### src/rtl/vlogic_stream.sv
// vlogic_stream: pipelined multi-lane vector logic unit.
// Streams vl elements as LANES-wide beats, applies one of eight bitwise
// operations per element, and merges masked-off and tail elements with the
// old destination value. Results leave through a single registered output
// stage with valid/ready flow control.
module vlogic_stream #(
    parameter int DATA_WIDTH = 32,
    parameter int LANES      = 4,
    parameter int VLEN_MAX   = 32,
    localparam int VLW       = $clog2(VLEN_MAX) + 1
) (
    input  logic                        module_clk_i,
    input  logic                        module_rst_i,
    input  logic                        start_i,
    input  logic [2:0]                  op_i,
    input  logic [VLW-1:0]              vl_i,
    input  logic                        mask_en_i,
    output logic                        busy_o,
    output logic                        done_o,
    input  logic                        in_valid_i,
    output logic                        in_ready_o,
    input  logic [LANES*DATA_WIDTH-1:0] a_i,
    input  logic [LANES*DATA_WIDTH-1:0] b_i,
    input  logic [LANES*DATA_WIDTH-1:0] old_i,
    input  logic [LANES-1:0]            mask_i,
    output logic                        out_valid_o,
    input  logic                        out_ready_i,
    output logic [LANES*DATA_WIDTH-1:0] result_o,
    output logic                        out_last_o
);

    typedef enum logic [1:0] {
        S_IDLE  = 2'd0,
        S_RUN   = 2'd1,
        S_DRAIN = 2'd2
    } state_t;

    state_t                        state_r;
    state_t                        state_nxt_s;
    logic [2:0]                    op_r;
    logic [VLW-1:0]                vl_r;
    logic                          mask_en_r;
    logic [VLW-1:0]                beats_left_r;
    logic [VLW-1:0]                elem_base_r;
    logic                          out_valid_r;
    logic                          out_last_r;
    logic [LANES*DATA_WIDTH-1:0]   result_r;
    logic                          done_r;

    logic                          in_ready_s;
    logic                          in_hs_s;
    logic                          out_hs_s;
    logic                          start_ok_s;
    logic [VLW:0]                  beats_calc_s;
    logic [VLW:0]                  elem_idx_s;
    logic [LANES*DATA_WIDTH-1:0]   beat_result_s;

    // Bitwise operation selected by the 3-bit opcode.
    function automatic logic [DATA_WIDTH-1:0] op_fn(
        input logic [2:0]            op,
        input logic [DATA_WIDTH-1:0] a,
        input logic [DATA_WIDTH-1:0] b
    );
        logic [DATA_WIDTH-1:0] r;
        case (op)
            3'd0:    r = a & b;
            3'd1:    r = ~a & b;
            3'd2:    r = a | b;
            3'd3:    r = ~a | b;
            3'd4:    r = a ^ b;
            3'd5:    r = ~(a ^ b);
            3'd6:    r = ~(a & b);
            3'd7:    r = ~(a | b);
            default: r = '0;
        endcase
        return r;
    endfunction

    // An input beat moves only when the output stage is empty or draining.
    assign in_ready_s  = (state_r == S_RUN) && (!out_valid_r || out_ready_i);
    assign in_hs_s     = in_valid_i && in_ready_s;
    assign out_hs_s    = out_valid_r && out_ready_i;
    assign start_ok_s  = (state_r == S_IDLE) && start_i;
    // Beat count is ceil(vl/LANES); the extra bit keeps vl+LANES-1 from wrapping.
    assign beats_calc_s = ({1'b0, vl_i} + (VLW+1)'(LANES - 1)) / (VLW+1)'(LANES);

    assign busy_o      = (state_r != S_IDLE);
    assign done_o      = done_r;
    assign in_ready_o  = in_ready_s;
    assign out_valid_o = out_valid_r;
    assign out_last_o  = out_last_r;
    assign result_o    = result_r;

    // Per-lane result: tail and masked-off lanes keep the old destination value.
    always_comb begin
        beat_result_s = '0;
        elem_idx_s    = '0;
        for (int j = 0; j < LANES; j++) begin
            elem_idx_s = {1'b0, elem_base_r} + (VLW+1)'(j);
            if (elem_idx_s >= {1'b0, vl_r}) begin
                beat_result_s[j*DATA_WIDTH +: DATA_WIDTH] = old_i[j*DATA_WIDTH +: DATA_WIDTH];
            end else if (mask_en_r && !mask_i[j]) begin
                beat_result_s[j*DATA_WIDTH +: DATA_WIDTH] = old_i[j*DATA_WIDTH +: DATA_WIDTH];
            end else begin
                beat_result_s[j*DATA_WIDTH +: DATA_WIDTH] =
                    op_fn(op_r, a_i[j*DATA_WIDTH +: DATA_WIDTH], b_i[j*DATA_WIDTH +: DATA_WIDTH]);
            end
        end
    end

    // Next-state logic for the IDLE/RUN/DRAIN sequencer.
    always_comb begin
        state_nxt_s = state_r;
        case (state_r)
            S_IDLE: begin
                if (start_i && (vl_i != '0)) begin
                    state_nxt_s = S_RUN;
                end else begin
                    state_nxt_s = S_IDLE;
                end
            end
            S_RUN: begin
                if (in_hs_s && (beats_left_r == VLW'(1))) begin
                    state_nxt_s = S_DRAIN;
                end else begin
                    state_nxt_s = S_RUN;
                end
            end
            S_DRAIN: begin
                if (out_hs_s && out_last_r) begin
                    state_nxt_s = S_IDLE;
                end else begin
                    state_nxt_s = S_DRAIN;
                end
            end
            default: state_nxt_s = S_IDLE;
        endcase
    end

    // State register.
    always_ff @(posedge module_clk_i) begin
        if (module_rst_i) begin
            state_r <= S_IDLE;
        end else begin
            state_r <= state_nxt_s;
        end
    end

    // Operation context and beat/element counters, latched at start.
    always_ff @(posedge module_clk_i) begin
        if (module_rst_i) begin
            op_r         <= 3'd0;
            vl_r         <= '0;
            mask_en_r    <= 1'b0;
            beats_left_r <= '0;
            elem_base_r  <= '0;
        end else if (start_ok_s) begin
            op_r         <= op_i;
            vl_r         <= vl_i;
            mask_en_r    <= mask_en_i;
            beats_left_r <= beats_calc_s[VLW-1:0];
            elem_base_r  <= '0;
        end else if (in_hs_s) begin
            if (beats_left_r != '0) begin
                beats_left_r <= beats_left_r - VLW'(1);
            end else begin
                beats_left_r <= '0;
            end
            elem_base_r <= elem_base_r + VLW'(LANES);
        end else begin
            beats_left_r <= beats_left_r;
            elem_base_r  <= elem_base_r;
        end
    end

    // Registered output stage: load on input handshake, empty on output-only handshake.
    always_ff @(posedge module_clk_i) begin
        if (module_rst_i) begin
            out_valid_r <= 1'b0;
            out_last_r  <= 1'b0;
            result_r    <= '0;
        end else if (in_hs_s) begin
            out_valid_r <= 1'b1;
            out_last_r  <= (beats_left_r == VLW'(1));
            result_r    <= beat_result_s;
        end else if (out_hs_s) begin
            out_valid_r <= 1'b0;
            out_last_r  <= 1'b0;
        end else begin
            out_valid_r <= out_valid_r;
            out_last_r  <= out_last_r;
        end
    end

    // Completion pulse: empty operation, or final beat leaving the output stage.
    always_ff @(posedge module_clk_i) begin
        if (module_rst_i) begin
            done_r <= 1'b0;
        end else if (start_ok_s && (vl_i == '0)) begin
            done_r <= 1'b1;
        end else if ((state_r == S_DRAIN) && out_hs_s && out_last_r) begin
            done_r <= 1'b1;
        end else begin
            done_r <= 1'b0;
        end
    end

endmodule

### config.mk
export PLATFORM = sky130hd
export DESIGN_NAME = vlogic_stream
export DESIGN_NICKNAME = d
export VERILOG_FILES = /design/src/rtl/vlogic_stream.sv
export SDC_FILE = /design/constraint.sdc
export NUM_CORES = 1
export LEC_CHECK = 0
export ABC_AREA = 0
export BUFFER_PORTS_ARGS = -buffer_cell sky130_fd_sc_hd__buf_2
export CAP_MARGIN = 15
export CORE_ASPECT_RATIO = 1.25
export CORE_MARGIN = 4
export CORE_UTILIZATION = 26
export CTS_CLUSTER_SIZE = 20
export DETAILED_ROUTE_END_ITERATION = 8
export SYNTH_ARGS = -nofsm -noshare
export SYNTH_HDL_FRONTEND = slang
export SYNTH_SLANG_ARGS = --single-unit
### constraint.sdc
create_clock -name module_clk_i -period 2.35 [get_ports module_clk_i]
set_input_delay 0.1175 -clock module_clk_i [delete_from_list [all_inputs] [get_ports module_clk_i]]
set_output_delay 0.1175 -clock module_clk_i [all_outputs]
set_load 0.02 [all_outputs]
# == Word level (Yosys, flattened, before mapping) ==
# Cells that the tools add are included.
# word_totals
in_bits,403
wordCells,120
regBits,155
# classes
add_sub_neg,6
n_mux,24
order_cmp,4
bitwise_logic,36
n_reduce_logical,29
eq_ne,10
# op_table
cell,n
one-hot mux 32 bit (8 select lines),4
inverter 32 bit,16
bitwise AND 32 bit,8
2-to-1 mux 32 bit,8
bitwise OR 32 bit,8
XOR 32 bit,4
adder 6 x 2 -> 7 bit (second input constant),3
>= comparator 7 x 6 -> 1 bit,3
logical AND 1 bit,14
== test 3 bit (second input constant),4
nonzero test 6 bit,2
2-to-1 mux 5 bit,2
adder 6 x 1 -> 7 bit (second input constant),1
adder 6 x 3 -> 6 bit (second input constant),1
== test 3 x 2 -> 1 bit (second input constant),2
== test 6 x 1 -> 1 bit (second input constant),1
>= comparator 6 bit,1
zero test 6 bit,1
2-to-1 mux 1 bit,6
2-to-1 mux 6 bit,1
one-hot mux 2 bit (3 select lines),1
nonzero test 2 bit,3
subtractor 6 x 1 -> 6 bit (second input constant),1
zero test 1 bit,5
other kinds (8),9

# == Depth between registers and ports, before layout ==
# Gate-level depths: netlist of the first run.
# depth
ltp_word,7
depth_mapped,9
depth_no_buf,7

# == Worst setup path before layout of the first run ==
# Ideal clock, no wire load.
# synth_path
path_type,reg2reg
from,reg vl_r[4]
to,"reg result_r[100], in the netlist result_o[100]"
path_slack_ns,0.328
arrival_time_ns,1.900
t_required_ns,2.228
path_stages_with_launch,9
path_cell_list,dfxtp_1 inv_1 ha_1 a21o_1 a21oi_2 and3_1 nor2_1 clkbuf_1 a221o_1
# synth_via
elab_chain_cells,2
# synth_rtl
element,line,source
"start, declared",41,logic [VLW-1:0] vl_r;
"start signal, assigned",159,vl_r <= vl_i;
>= comparator 7 x 6 -> 1 bit,100,"if (elem_idx_s >= {1'b0, vl_r}) begin"
2-to-1 mux 32 bit,100,
"end signal, assigned",185,result_r <= beat_result_s;
"end, declared",47,logic [LANES*DATA_WIDTH-1:0] result_r;
# Every way passes these cells.
# A chain may end at the register's enable or synchronous reset.

# == Worst setup path in the final report of the first run ==
# layout_path
from,reg vl_r[4]
to,"reg result_r[16], in the netlist result_o[16]"
# layout_via
elab_chain_cells,2
# layout_rtl
element,line
>= comparator 6 bit,100
2-to-1 mux 32 bit,100
# Every way passes these cells.

==> summary.txt, run 1 <==
crit start category = flip-flop
Root Driver = clkbuf_16
Post-Synthesis Cells = 2,611
final worst-path setup slack = 0.1406 ns
clock power share = 30.3%
Clock Latency Late Sink = 0.51 ns
ys async rst share = 0%
Clock Sink Count = 153
fraction of layout cells with a size suffix above 1 = 22.25%
Critical Path RT = 2.74 ns
Hold Crit Class = input port to flip-flop
Die X = 266 um
Slew HR = 49.26%
period utilization = 94.02%
CTS tree = yes
Logic pwr share = 41.3%
Die Height = 330.5 um
Max Clock Skew = 0.02269 ns
final WL = 79.10 mm
Final Critical Period = 2.209 ns
final hold viol count = 0
DR vias/cell = 4.955
Inserted Clock Buffers = 17
Worst-Margin Slew = 0.7611 ns
Max Transition Viols Final = 0
Switch Pwr = 4.189 mW
Layout Cells excl Fill = 4,313
CTS Buffer Depth = 2
Syn Area/Cell = 8.285 um^2
GR Overflow Total = 0
cell count after placement = 4,107
Leak Pwr = 13.18 nW
initial antenna violation count = 50
Most used DFF post-synth = dfxtp_1
DR pass1 iterations = 5
total power per unit cell area = 365.3 nW/um^2
routed via count = 21.37k
nets@finish = 4,115
Worst VDD drop = 0.0003175 V
crit path kind = flip-flop to flip-flop
Flop pwr share = 28.4%
outcome = finished, final reports clean
Die ar. = 87,910 um^2
Post-synth EDFFs = 0
sequential-to-total area share from yosys stat = 14.16%
Ys Warns = 0
Sw Share = 40.85%
WL/cell = 18.34 um
All-Layer GR Usage = 17.16%
I/O Pins = 536
maximum clock rate = 0.4526 GHz
Place WS = -0.1961 ns
largest net degree at the start of global routing = 108
number of global-route vias before repair = 21.01k
RSZ-0062 raised after global routing = false
post-detail-place hpwl = 57.45 mm
cell-internal power = 6.064 mW
synthesis-to-layout area growth = 29.74%
mapped cell area = 21,630 um^2
Yosys reg bits = 153
Pwr Total = 10.25 mW
syn nets = 3,535
core area = 82,680 um^2
H-Tree Depth = 4
CP arrival = 2.60 ns
DRT iter0 DRCs = 1,206
DRC = 0
Starting Density = 26.17%
Reg clk slew, reported paths = 0.09 ns
max_cap viols = 0
crit end category = flip-flop
Fillers = 8,670
Final setup violation count = 0
DRT antenna net count = 0
PortBufs = 535
first-pass GRT wire length = 118.5 mm
CP Max Fanout = 16
GP Congestion = 0.8302
# rows = 118
Synth cell types = 59
==> path summary, 6_finish.rpt <==
path	from	to	slack [ns]	cells past startpoint
worst max-delay path	vl_r[4]$_SDFFE_PP0P_	result_o[16]$_SDFFE_PP0P_	0.14	9
worst min-delay path	start_i	state_r[0]$_SDFF_PP0_	0.06	4
worst max register to register	vl_r[4]$_SDFFE_PP0P_	result_o[16]$_SDFFE_PP0P_	0.14	9
worst min register to register	vl_r[3]$_SDFFE_PP0P_	vl_r[3]$_SDFFE_PP0P_	0.46	2
==> placed cells by master (no fill, tap or decap), types with 63 or more instances in the layout <==
cell type,netlist,layout
nand2_1,222,222
a221o_1,125,125
dfxtp_1,153,150
buf_2,58,535
a211oi_1,64,64
a21oi_1,211,209
o21ai_0,134,134
a221oi_1,65,65
o21bai_1,63,63
ha_1,521,521
dlygate4sd3_1,0,141
a22oi_1,125,125
mux2i_1,190,190
inv_1,271,270
==> cells in the mapped netlist, types with 2 or more instances <==
master | n | area [um^2]
a21oi_1 | 211 | 1056
a221oi_1 | 65 | 569.3
nand2b_1 | 9 | 56.30
o221a_2 | 2 | 22.52
a211o_1 | 2 | 17.52
o21bai_1 | 63 | 473.0
clkbuf_1 | 115 | 431.7
o32ai_1 | 2 | 17.52
xor2_1 | 34 | 297.8
o22ai_1 | 4 | 25.02
or3_1 | 4 | 25.02
buf_1 | 13 | 48.80
ha_1 | 521 | 6519
nand3_1 | 9 | 45.04
and2_1 | 4 | 25.02
mux2_2 | 30 | 337.8
nor2_1 | 28 | 105.1
mux2i_1 | 190 | 1902
o2bb2ai_1 | 3 | 26.28
dfxtp_1 | 153 | 3063
nor4_2 | 2 | 25.02
a22oi_1 | 125 | 938.4
a221o_1 | 125 | 1251
inv_1 | 271 | 1017
a21o_1 | 2 | 15.01
nor2b_1 | 36 | 225.2
buf_4 | 11 | 82.58
a31oi_1 | 2 | 12.51
buf_2 | 58 | 290.3
a211oi_1 | 64 | 480.5
o21ai_0 | 134 | 670.6
xnor2_1 | 33 | 289.0
nand4_1 | 5 | 31.28
nor3_1 | 34 | 170.2
o211ai_1 | 2 | 15.01
nand2_1 | 222 | 833.3
==> per-layer routing <==
metal | track usage, % | part of all wire [%]
met5 | 0 | 0.15
met4 | 7.245 | 3.4
met3 | 4.851 | 6.6
met2 | 29.80 | 49
met1 | 19.75 | 41
==> through the flow <==
step	utilization (%)	instance area (um^2)	TNS [ns]	hold slack (ns)
floorplan	-	21630	0	0.2535
global placement	31.33	25900	-4.357	0.3406
detailed placement	31.33	25900	-5.744	0.3431
CTS	33.82	27960	0	0.01178
global route	33.91	28040	0	0.05205
finish	33.95	28070	0	0.05565
==> sequential cells by signal (all words and copies together) (netlist names) <==
register and flops:
done_o 1, out_valid_o 1, beats_left_r 6, op_r 3, elem_base_r 4, state_r 2
result_o 128, mask_en_r 1, vl_r 6, out_last_o 1
==> power groups by stage <==
stage	logic (mW)	clock network (mW)	registers [mW]
CTS	4.26	3.26	2.91
finish	4.24	3.10	2.91
detailed placement	4.03	0	2.97
floorplan	2.39	0	3.10
global placement	3.97	0	2.97
global route	4.72	3.32	2.93
==> kinds of logic after synthesis <==
family	count (synthesis)	share of synthesized area (%)
AOI/OAI and AO/OA	815	26.22
xor gates and xnor gates	67	2.713
adders and majority gates	521	30.13
buffers and inverters	469	8.664
DFF	153	14.16
muxes	220	10.35
and+or+nand+nor	366	7.762
==> critical path, cell delays in order (launching register included) <==
cell	delay (ns)
dfxtp_1	0.33
inv_1	0.05
ha_1	0.30
buf_4	0.14
a21o_1	0.20
a21oi_4	0.20
and2_2	0.32
nor2_4	0.08
buf_12	0.18
a221o_1	0.30
==> what timing repair did <==
item	CTS	global route
endpoints found under the setup margin	50	58
gates cloned	1	0
resized for setup	4	1
buffers inserted	1	2
hold buffers	141	0
hold endpoints to repair	144	0
pin swaps	1	2
==> layout make-up <==
cell class	instances	area (um^2)	area share (%)
flip-flops and latches	153	3074	10.95
inverters	272	1023	3.647
well taps	1080	1351	4.815
repair buffers	757	5135	18.30
clock buffers	17	425.4	1.516
diodes	29	72.57	0.2586
clock inverters	15	176.4	0.6286
multi-input cells	1990	16810	59.89
Note: power is estimated with default switching activity, not from simulation.
==> inputs of run 2 (changes only) <==
Settings changed: BUFFER_PORTS_ARGS -buffer_cell sky130_fd_sc_hd__buf_2 to unset, DONT_BUFFER_PORTS set to 1, SKIP_CTS_REPAIR_TIMING set to 1.
Clock period 2.35 ns to 2.6 ns, I/O delays scaled along.
==> summary.txt, run 2 (synthesis gave the netlist of run 1 again) <==
outcome = finished, violations left
violated checks = hold timing
DRT iter0 DRCs = 1,025 (-15%)
CP arrival = 2.69 ns (+0.09 ns)
Die X = 266 um (unchanged)
initial antenna violation count = 7 (-86%)
Layout Cells excl Fill = 3,733 (-13%)
DR vias/cell = 5.118 (+3.3%)
CTS Buffer Depth = 2 (unchanged)
Max Clock Skew = 0.01766 ns (-0.005028 ns)
final hold viol count = 2 (+2)
Worst VDD drop = 0.0003521 V (+11%)
Final Instance Area = 25,040 um^2 (-11%)
PortBufs = 0 (-100%)
post-detail-place hpwl = 55.02 mm (-4.2%)
All-Layer GR Usage = 15.73% (-1.4 points)
crit path kind = flip-flop to flip-flop
cell count after placement = 3,557 (-13%)
CP Launch Point = vl_r[4]$_SDFFE_PP0P_
area of the multi-input gates = 16,790 um^2 (about the same)
DRT antenna net count = 0 (unchanged)
RSZ-0062 raised after global routing = false
CP Max Fanout = 31 (+15)
period utilization = 89.38% (-4.6 points)
H-Tree Depth = 4 (unchanged)
Util after Layout = 30.28% (-3.7 points)
Slew HR = 34.52% (-15 points)
final WL = 74.01 mm (-6.4%)
hold_ws = -0.005113 ns (-0.06076 ns)
max_cap viols = 0 (unchanged)
Clock Latency Late Sink = 0.50 ns (about the same)
core area = 82,680 um^2 (unchanged)
crit start category = flip-flop
I/O Pins = 536 (unchanged)
Inserted Clock Buffers = 17 (unchanged)
DR pass1 iterations = 5 (unchanged)
Max Transition Viols Final = 0 (unchanged)
depth of the most critical reg-to-reg path = 8 (-1)
max reg flops = 128 (unchanged)
Final Critical Period = 2.324 ns (+0.1145 ns)
GP Congestion = 0.8141 (-1.9%)
GR Overflow Total = 0 (unchanged)
Die ar. = 87,910 um^2 (unchanged)
# rows = 118 (unchanged)
fraction of layout cells with a size suffix above 1 = 5.853% (-16 points)
Die Height = 330.5 um (unchanged)
crit path to = result_o[118]$_SDFFE_PP0P_
DRC = 0 (unchanged)
final worst-path setup slack = 0.2761 ns (+0.1355 ns)
Clock Sink Count = 153 (unchanged)
total power per unit cell area = 342.7 nW/um^2 (-6.2%)
worst r2r dst = result_o[118]$_SDFFE_PP0P_
CTS tree = yes
Area after DPL = 23,010 um^2 (-11%)
Reg clk slew, reported paths = 0.08 ns (about the same)
worst r2r src = vl_r[4]$_SDFFE_PP0P_
commonest non-fill, non-tap cell in the layout = ha_1
final setup TNS = 0 ns (unchanged)
Root Driver = clkbuf_16
Fillers = 8,701 (+0.36%)
Place WS = 0.07675 ns (+0.2728 ns)
WL/cell = 19.82 um (+8.1%)
Critical Path RT = 2.97 ns (+0.23 ns)
Hold Crit Class = input port to flip-flop
Worst-Margin Slew = 0.9791 ns (+0.2179 ns)
nets@finish = 3,560 (-13%)
synthesis-to-layout area growth = 15.73%
first-pass GRT wire length = 107.6 mm (-9.1%)
Leak Pwr = 10.73 nW (-19%)
Final setup violation count = 0 (unchanged)
largest net degree at the start of global routing = 103 (-4.6%)
crit end category = flip-flop
worst reg2reg setup slack = 0.28 ns (+0.14 ns)
maximum clock rate = 0.4303 GHz (-4.9%)
routed via count = 19.11k (-11%)
number of global-route vias before repair = 17.96k (-15%)
Starting Density = 26.17% (unchanged)
Register Area = 3074 um^2 (unchanged)
most frequent cells in the layout = 521 x ha_1, 270 x inv_1, 222 x nand2_1
-- run 2: cell count changes in the layout (fill, tap and decap cells not counted), moves of 2 or more --
cell / change
clkinv_4: -2
buf_4: -8
buf_12: -10
clkinv_8: -4
clkinvlp_4: +2
diode_2: -24
inv_8: -4
inv_6: +4
buf_2: -535
-- run 2: how the worst min path moves through the flow --
| stage | endpoint | from | slack (ns) | cells after the start |
|---|---|---|---|---|
| finish | beats_left_r[0]$_SDFFE_PP0P_ | vl_i[2] | -0.005 | 4 |
| global route | state_r[0]$_SDFF_PP0_ | start_i | 0.001 | 3 |
| CTS | op_r[2]$_SDFFE_PP0P_ | module_rst_i | -0.38 | 1 |
| detailed placement | op_r[0]$_SDFFE_PP0P_ | module_rst_i | 0.20 | 1 |
| global placement | op_r[0]$_SDFFE_PP0P_ | module_rst_i | 0.20 | 1 |
| floorplan | vl_r[3]$_SDFFE_PP0P_ | vl_i[3] | 0.27 | 2 |
-- run 2: cell type report --
class	count	area share, %
Multi-Input combinational cell	1989	67.08
Sequential cell	153	12.28
Timing Repair Buffer	203	8.736
Tap cell	1080	5.398
Inverter	272	4.088
Clock buffer	19	1.854
Clock inverter	12	0.5148
Antenna cell	5	0.04998
-- run 2: metrics by stage --
step                      power [mW]  hold slack, ns
after floorplan                4.962          0.2660
after global placement         5.609          0.1974
after detailed placement       5.657          0.2005
after CTS                      8.537         -0.3795
after global routing           9.191        0.001098
final                          8.579       -0.005113
-- run 2: critical path: stages, from the launching register on --
cell and delay [ns]:
dfxtp_1 0.35, inv_1 0.05, ha_1 0.33, a21o_1 0.22, a21oi_4 0.33, and3_1 0.26
nor2_2 0.04, buf_4 0.26, a221o_1 0.33
-- run 2: layer usage --
metal	global-route usage, %	wire, um	share of wire [%]	vias to the layer above
met4	4.594	1672	2.3	4
li1	-	-	-	9353
met3	5.869	6078	8.2	88
met2	28.15	37090	50	510
met1	17.39	29140	39	9152
met5	0	26	0.035	-
-- run 2: where the power goes --
part / switching (mW) / leakage [nW] / internal [mW]
clock: 1.37 / 0.287 / 1.43
combinational: 1.62 / 9.20 / 1.34
sequential: 0.329 / 1.25 / 2.50
total: 3.31 / 10.7 / 5.26
==> inputs of run 3 (changes only) <==
Settings changed: CELL_PAD_IN_SITES_DETAIL_PLACEMENT set to 2, CELL_PAD_IN_SITES_GLOBAL_PLACEMENT set to 2, CTS_CLUSTER_DIAMETER set to 30, HOLD_SLACK_MARGIN set to 0.06, PLACE_DENSITY_LB_ADDON set to 0.1.
==> summary.txt, run 3 (synthesis gave the netlist of run 1 again) <==
outcome = finished, final reports clean
CP Launch Point = out_valid_o$_SDFFE_PP0P_
Starting Density = 26.17% (unchanged)
Slew HR = 46.96% (+12 points)
Root Driver = clkbuf_16
post-detail-place hpwl = 67.03 mm (+22%)
# rows = 118 (unchanged)
RSZ-0062 raised after global routing = false
number of global-route vias before repair = 21.36k (+19%)
I/O Pins = 536 (unchanged)
max reg flops = 128 (unchanged)
DRC = 0 (unchanged)
WL/cell = 24.40 um (+23%)
initial antenna violation count = 4 (-3)
Layout Cells excl Fill = 3,756 (+0.62%)
Clock Sink Count = 153 (unchanged)
Worst-Margin Slew = 0.7957 ns (-0.1834 ns)
core area = 82,680 um^2 (unchanged)
Register Area = 3074 um^2 (unchanged)
fraction of layout cells with a size suffix above 1 = 6.472% (+0.62 points)
area of the multi-input gates = 16,830 um^2 (+0.19%)
cell count after placement = 3,567 (+0.28%)
Die X = 266 um (unchanged)
DRT antenna net count = 0 (unchanged)
worst r2r src = out_valid_o$_SDFFE_PP0P_
crit path to = state_r[0]$_SDFF_PP0_
commonest non-fill, non-tap cell in the layout = ha_1
metal3 WL = 6.680 mm (+9.9%)
max_cap viols = 0 (unchanged)
Max Clock Skew = 0.01748 ns (-0.0001870 ns)
H-Tree Depth = 4 (unchanged)
PortBufs = 0 (unchanged)
All-Layer GR Usage = 19.51% (+3.8 points)
Leak Pwr = 10.89 nW (+1.5%)
worst r2r dst = state_r[0]$_SDFF_PP0_
hold path start = vl_i[2]
routed wl met2 = 47.90 mm (+29%)
Die ar. = 87,910 um^2 (unchanged)
total power per unit cell area = 353.5 nW/um^2 (+3.1%)
Fillers = 9,373 (+7.7%)
DR vias/cell = 5.298 (+3.5%)
GR Overflow Total = 0 (unchanged)
CP arrival = 2.90 ns (+0.21 ns)
crit path kind = flip-flop to flip-flop
CTS tree = yes
Clock Latency Late Sink = 0.51 ns (about the same)
synthesis-to-layout area growth = 17.22%
DR pass1 iterations = 5 (unchanged)
Final Critical Period = 2.497 ns (+0.1736 ns)
final hold viol count = 0 (-2)
crit start category = flip-flop
CP Max Fanout = 13 (-58%)
max layer used = met5
CTS Buffer Depth = 2 (unchanged)
GP Congestion = 0.8214 (+0.90%)
met1 WL = 35.32 mm (+21%)
nets@finish = 3,584 (+0.67%)
largest net degree at the start of global routing = 156 (+51%)
worst reg2reg setup slack = 0.10 ns (-0.17 ns)
routed via count = 19.90k (+4.1%)
first-pass GRT wire length = 132.8 mm (+23%)
final setup TNS = 0 ns (unchanged)
Reg clk slew, reported paths = 0.08 ns (about the same)
Hold Crit Class = input port to flip-flop
Final setup violation count = 0 (unchanged)
most frequent cells in the layout = 521 x ha_1, 270 x inv_1, 222 x nand2_1
depth of the most critical reg-to-reg path = 6 (-2)
crit end category = flip-flop
Critical Path RT = 3.01 ns (+0.04 ns)
Inserted Clock Buffers = 17 (unchanged)
final WL = 91.65 mm (+24%)
Die Height = 330.5 um (unchanged)
Worst VDD drop = 0.0003522 V (about the same)
period utilization = 96.06% (+6.7 points)
maximum clock rate = 0.4004 GHz (-7.0%)
Max Transition Viols Final = 0 (unchanged)
DRT iter0 DRCs = 704 (-31%)
[run 3: cell types whose count changed in the layout (fill, tap and decap cells not counted), moves of 2 or more]
cell,delta
inv_8,+3
buf_12,+6
inv_6,-3
dlygate4sd3_1,+9
clkinv_4,+2
diode_2,-2
buf_4,+6
[run 3: how the worst min path moves through the flow]
stage                                         to  slack [ns]  cells past startpoint
floorplan                   vl_r[3]$_SDFFE_PP0P_        0.27                      2
global route                   done_o$_SDFF_PP0_        0.06                      4
finish              beats_left_r[0]$_SDFFE_PP0P_        0.03                      4
global placement            op_r[2]$_SDFFE_PP0P_        0.20                      1
CTS                     out_valid_o$_SDFFE_PP0P_       -0.37                      1
detailed placement       out_last_o$_SDFFE_PP0P_        0.21                      1
[run 3: power by group]
group          internal [mW]  switching [mW]
clock                   1.46            1.45
combinational           1.41            1.81
sequential              2.50           0.337
total                   5.37            3.60
[run 3: cell type report]
| cell class | instances | share of cell area [%] |
|---|---|---|
| multi-input cells | 1991 | 66.35 |
| flip-flops and latches | 153 | 12.12 |
| repair buffers | 225 | 9.740 |
| well taps | 1080 | 5.329 |
| inverters | 272 | 4.036 |
| clock buffers | 17 | 1.678 |
| clock inverters | 15 | 0.7154 |
| diodes | 3 | 0.02960 |
[run 3: per-stage QoR]
step                      utilization, %  setup WS (ns)  hold WS (ns)  instance area, um^2  total power, mW
final                              30.67         0.1025       0.02912                25360            8.964
after detailed placement           28.00       -0.06225        0.2067                23150            5.900
after CTS                          28.73       -0.08737       -0.3682                23760            8.896
after global routing               30.67       0.009124       0.05796                25360            9.594
after global placement             27.98     -0.0008560        0.2033                23130            5.745
after floorplan                        -         0.5783        0.2660                21630            4.962
[run 3: layer usage]
| metal | vias up | global-route usage (%) |
|---|---|---|
| met3 | 77 | 7.288 |
| met1 | 10010 | 20.21 |
| met4 | 2 | 4.479 |
| met2 | 412 | 37.17 |
| met5 | - | 0 |
| li1 | 9400 | - |
[run 3: critical path, stage by stage, from the launching register on]
cell	delay [ns]
dfxtp_1	0.32
and2b_4	0.19
or3b_4	0.51
or4_4	0.54
a22oi_1	0.19
dlygate4sd3_1	0.59
nor3_1	0.05
